[src/rtl/chunked_add_sub.sv]
// ---------------------------------------------------------------------------
// chunked_add_sub
// Multi-cycle adder/subtractor. A WIDTH-bit operand pair is processed CHUNK
// bits per clock through one CHUNK-bit adder slice, and the carry between
// chunks is held in a register. An operation takes N = WIDTH/CHUNK RUN cycles
// and is followed by a single DONE cycle.
//
// Parameters:
//   WIDTH  operand/result width (a multiple of CHUNK, at least 2)
//   CHUNK  bits added per clock (1 = bit-serial, WIDTH = single cycle)
//
// Ports:
//   clk    rising-edge clock
//   rst    asynchronous active-high reset
//   start  request, sampled when not busy (IDLE or DONE)
//   A, B   operands, sampled with start
//   C_in   carry-in (add) / borrow-in (sub), sampled with start
//   sub    0: A+B+C_in, 1: A-B-C_in, sampled with start
//   busy   high while an operation is in RUN
//   done   one-cycle pulse when Sum/C_out/Ovf carry a new result
//   Sum    result modulo 2^WIDTH
//   C_out  final carry (in sub mode 1 = no borrow)
//   Ovf    two's-complement signed overflow
// ---------------------------------------------------------------------------
module chunked_add_sub #(
    parameter int WIDTH = 8,
    parameter int CHUNK = 1
) (
    input  logic             clk,
    input  logic             rst,
    input  logic             start,
    input  logic [WIDTH-1:0] A,
    input  logic [WIDTH-1:0] B,
    input  logic             C_in,
    input  logic             sub,
    output logic             busy,
    output logic             done,
    output logic [WIDTH-1:0] Sum,
    output logic             C_out,
    output logic             Ovf
);

    localparam int N  = WIDTH / CHUNK;
    localparam int CW = (N > 1) ? $clog2(N) : 1;

    typedef enum logic [1:0] {
        S_IDLE,
        S_RUN,
        S_DONE
    } state_t;

    state_t           r_state;
    logic [WIDTH-1:0] r_a;      // low chunk feeds the adder, top fills with result
    logic [WIDTH-1:0] r_b;      // B already inverted for subtract
    logic             r_carry;
    logic [CW-1:0]    r_cnt;

    logic [CHUNK:0]   w_add;
    logic [CHUNK-1:0] w_s;
    logic             w_c;
    logic             w_last;
    logic             w_msb_cin;
    logic [WIDTH-1:0] w_a_next;
    logic [WIDTH-1:0] w_b_next;

    // One CHUNK-bit slice of the full adder.
    assign w_add = {1'b0, r_a[CHUNK-1:0]} + {1'b0, r_b[CHUNK-1:0]}
                 + {{CHUNK{1'b0}}, r_carry};
    assign w_s   = w_add[CHUNK-1:0];
    assign w_c   = w_add[CHUNK];

    assign w_last = (r_cnt == CW'(N - 1));

    // Carry into the MSB recovered from the top sum bit: s = a ^ b ^ cin.
    // Only meaningful on the last chunk, where the slice MSB is the word MSB.
    assign w_msb_cin = r_a[CHUNK-1] ^ r_b[CHUNK-1] ^ w_s[CHUNK-1];

    // A's consumed low bits are recycled: each result chunk is shifted into
    // the top, so after N shifts r_a holds the finished sum.
    generate
        if (CHUNK == WIDTH) begin : g_single
            assign w_a_next = w_s;
            assign w_b_next = '0;
        end else begin : g_multi
            assign w_a_next = {w_s, r_a[WIDTH-1:CHUNK]};
            assign w_b_next = {{CHUNK{1'b0}}, r_b[WIDTH-1:CHUNK]};
        end
    endgenerate

    always_ff @(posedge clk or posedge rst) begin
        if (rst) begin
            r_state <= S_IDLE;
            r_a     <= '0;
            r_b     <= '0;
            r_carry <= 1'b0;
            r_cnt   <= '0;
            busy    <= 1'b0;
            done    <= 1'b0;
            Sum     <= '0;
            C_out   <= 1'b0;
            Ovf     <= 1'b0;
        end else begin
            case (r_state)
                S_RUN: begin
                    r_a     <= w_a_next;
                    r_b     <= w_b_next;
                    r_carry <= w_c;
                    r_cnt   <= r_cnt + 1'b1;
                    if (w_last) begin
                        Sum     <= w_a_next;
                        C_out   <= w_c;
                        Ovf     <= w_msb_cin ^ w_c;
                        r_state <= S_DONE;
                        busy    <= 1'b0;
                        done    <= 1'b1;
                    end
                end
                default: begin
                    // IDLE and DONE both accept a new request; DONE accepting
                    // gives back-to-back operation with no idle gap.
                    done <= 1'b0;
                    if (start) begin
                        r_a     <= A;
                        // A - B - C_in == A + ~B + ~C_in
                        r_b     <= sub ? ~B : B;
                        r_carry <= C_in ^ sub;
                        r_cnt   <= '0;
                        r_state <= S_RUN;
                        busy    <= 1'b1;
                    end else begin
                        r_state <= S_IDLE;
                        busy    <= 1'b0;
                    end
                end
            endcase
        end
    end

endmodule
[config.mk]
export PLATFORM = sky130hd
export DESIGN_NAME = chunked_add_sub
export DESIGN_NICKNAME = d
export VERILOG_FILES = /design/src/rtl/chunked_add_sub.sv
export SDC_FILE = /design/constraint.sdc
export NUM_CORES = 1
export LEC_CHECK = 0
export ABC_CLOCK_PERIOD_IN_PS = 2400
export BUFFER_PORTS_ARGS = -buffer_cell sky130_fd_sc_hd__buf_2
export CORE_MARGIN = 2
export CORE_UTILIZATION = 35
export CTS_CLUSTER_SIZE = 24
export DETAILED_ROUTE_END_ITERATION = 8
export HOLD_SLACK_MARGIN = 0.08
export SYNTH_ARGS = -nofsm -noshare
export SYNTH_HDL_FRONTEND = slang
export SYNTH_SLANG_ARGS = --single-unit
[constraint.sdc]
create_clock -name clk -period 2.4 [get_ports clk]
set_input_delay 0.12 -clock clk [delete_from_list [all_inputs] [get_ports clk]]
set_output_delay 0.12 -clock clk [all_outputs]
set_load 0.005 [all_outputs]
==> flow_summary.yaml <==
outcome:
  status: "completed"
routing:
  drtAntennaViolNets: 0
  drcViolationCount: 0
  avgRoutedWirePerCell_um: 13.3
  vias: 1020
  dr.pass1.iters: 2
  first_iter_violations: 22
  via_per_inst: 4.74
  routed_wl_um: 2850
logic_synthesis:
  synth-edff-count: 0
  yosysMostFrequentCell: "dfrtp_1"
  synth.distinct_cells: 22
  synth-main-ff-cell: "dfrtp_1"
  synth.avg_cell_area_um2: 12.1
  syn_inst: 129
  ys_ff_latch: 32
  synth_top_cell_area_share: 0.512
  synth_nets: 153
  netlist_area_mm2: 0.00156
  yosys-top-cells-count: "32 x dfrtp_1, 19 x nand2_1, 16 x mux2i_1, 14 x o21ai_0"
  ys_seq_area_frac: 0.512
  yosys_warnings: 0
  synth.area.top_cells: "dfrtp_1 51%, mux2i_1 10%, mux2_4 7.7%"
  yosysTopAreaCell: "dfrtp_1"
  async_flop_share: 1.00
floorplan:
  io_pins: 33
  core_area_mm2: 0.00432
  die-area_mm2: 0.00502
  start_util: 0.361
  die_y_um: 70.8
  die_x_um: 70.8
  rows: 24
worst_setup_path:
  cpMaxStageDelayCell: "fa_1"
  crit_path_end: "Ovf$_DFFE_PP0P_"
  cp.depth: 4
  start_kind: "flip-flop"
  cpLargestDelayFamily: "adder cells"
  crit_type: "reg2reg"
  cp.required_ps: 2550
  critPathMaxStageDelay_ps: 600
  crit_top_cell: "xnor2_1"
  timing.rr.end: "Ovf$_DFFE_PP0P_"
  crit_buf_inv: 0
  reg2reg_slack_ps: 890
  end_kind: "flip-flop"
  cp-startpoint: "r_a[0]$_DFFE_PP0P_"
  rr_worst_depth: 4
  critPathArrivalTime_ps: 1660
  critPathMaxFanout: 3
  r2r-start: "r_a[0]$_DFFE_PP0P_"
  crit_chain: "fa_1 -> xnor2_1 -> xnor2_1 -> o21ai_0"
clock_tree:
  clock_sinks: 32
  cts_setup_buffers: 0
  cts_tree: "yes"
  ctsHtreeMaxLevel: 2
  clock_tree.buffer_depth: 2
  cts-buffers-inserted: 5
  path_clk_slew_ps: 70
  clockRootBuffer: "clkbuf_8"
  insertion_delay_ps: 280
global_routing:
  gr-usage-all-layers: 0.125
  grt_pass1_vias: 1093
  grt-ovfl-total: 0
  grt_start_max_net_pins: 40
  antenna_found_initial: 0
  grt_pass1_wl_um: 4910
power_and_ir_drop:
  p_int_mw: 1.46
  p_clk_frac: 0.190
  switching_share: 0.341
  power_leakage_nw: 0.942
  ir_worst_vdd_uv: 377
  power_density_mw_per_mm2: 1210
  comb_power_share: 0.382
  p_sw_mw: 0.756
  seqPwrFrac: 0.428
cells_and_area:
  drive_gt1_frac: 0.325
  finalNonFillerCells: 215
  final_cell_area_mm2: 0.00183
  area_delta_synth_final_pct: 17.1
  final_util: 0.423
  num-nets-final: 186
  num-fill-cells: 445
  antenna-diode-count: 0
sta:
  tns_ps: 0
  rsz0062_at_grt: "no"
  maxSlewHeadroom: 0.585
  min_period_ps: 1510
  post-route-period-util: 0.628
  max_slew.worst_pin.slew_ps: 621
  skew_ps: 4.11
  fmax_mhz: 663
  setup_viol: 0
  hold_violations: 0
  fin_ws_ps: 892
  drv_slew: 0
placement:
  place_area_mm2: 0.00173
  port_buffers: 32
  gp_congestion: 0.679
  placed_cells: 206
  dpl.hpwl_um: 2040
  post-place-ws_ps: 887
flow_run:
  max_cap_violations: 0
min_path:
  hold_depth: 3
  hp-class: "in2reg"
[layer usage]
layer / vias up / share of wire / global-route usage
met3: 5 / 0.059 / 0.0385
li1: 497 / - / -
met5: - / 0 / 0
met4: 0 / 0.016 / 0.0503
met2: 26 / 0.49 / 0.211
met1: 492 / 0.44 / 0.149
[worst register-to-register path, cell delays in order (launching register included)]
cell     delay [ps]
dfrtp_1         420
fa_1            600
xnor2_1         150
xnor2_1         130
o21ai_0          90
[repair_timing]
action | in CTS | in global routing
hold endpoints to repair | 15 | 0
hold buffers | 1 | 0
gates resized for setup | 0 | 0
[layout make-up]
| cell class | count | area, um^2 | share of cell area |
|---|---|---|---|
| Clock buffer | 8 | 90.1 | 0.0492 |
| Inverter | 2 | 7.51 | 0.00410 |
| Multi-Input combinational cell | 87 | 688 | 0.376 |
| Sequential cell | 32 | 801 | 0.438 |
| Tap cell | 52 | 65.1 | 0.0356 |
| Timing Repair Buffer | 34 | 178 | 0.0971 |
[worst min-delay path by stage]
stage | end | startpoint
after floorplan | C_out$_DFFE_PP0P_ | rst
after global placement | Sum[0]$_DFFE_PP0P_ | rst
after detailed placement | Sum[0]$_DFFE_PP0P_ | rst
after CTS | r_a[7]$_DFFE_PP0P_ | A[7]
after global routing | r_a[7]$_DFFE_PP0P_ | A[7]
final | r_a[7]$_DFFE_PP0P_ | A[7]
[placed cells by master (no fill, tap or decap), drive strengths merged, types with 3 or more instances in the layout]
master / count
mux2i: 16
xor2: 8
o21ai: 19
clkbuf: 8
dfrtp: 32
xnor2: 4
nand2: 19
nor2: 3
buf: 33
mux2: 10
[per-stage QoR]
step,power [mW],hold WS (ps)
3_3_place_gp,1.78,211
2_1_floorplan,1.63,236
3_5_place_dp,1.82,227
5_1_grt,2.40,125
4_1_cts,2.25,125
6_report,2.21,127
[registers in the layout, indices dropped and copies added, names as in the netlist]
signal and flops:
r_state 1, C_out 1, r_cnt 3, Ovf 1, Sum 8, r_a 8, r_carry 1, done 1
r_b 8
[power by group through the flow]
stage / clock [mW] / sequential [mW] / combinational (mW)
global route: 0.458 / 0.988 / 0.957
finish: 0.420 / 0.947 / 0.845
detailed placement: 0 / 0.960 / 0.865
global placement: 0 / 0.942 / 0.834
CTS: 0.436 / 0.950 / 0.868
floorplan: 0 / 0.928 / 0.706
[kinds of logic (layout without fill, tap and decap cells)]
kind of cell / count (synthesis) / in the layout / share of synthesized area
flops: 32 / 32 / 0.512
mux: 26 / 26 / 0.194
simple gates: 26 / 26 / 0.0817
compound gates: 20 / 20 / 0.0689
xor+xnor: 12 / 12 / 0.0673
buf+inv: 10 / 44 / 0.0472
fa+ha+maj: 3 / 3 / 0.0288
(Power assumes the default switching activity.)
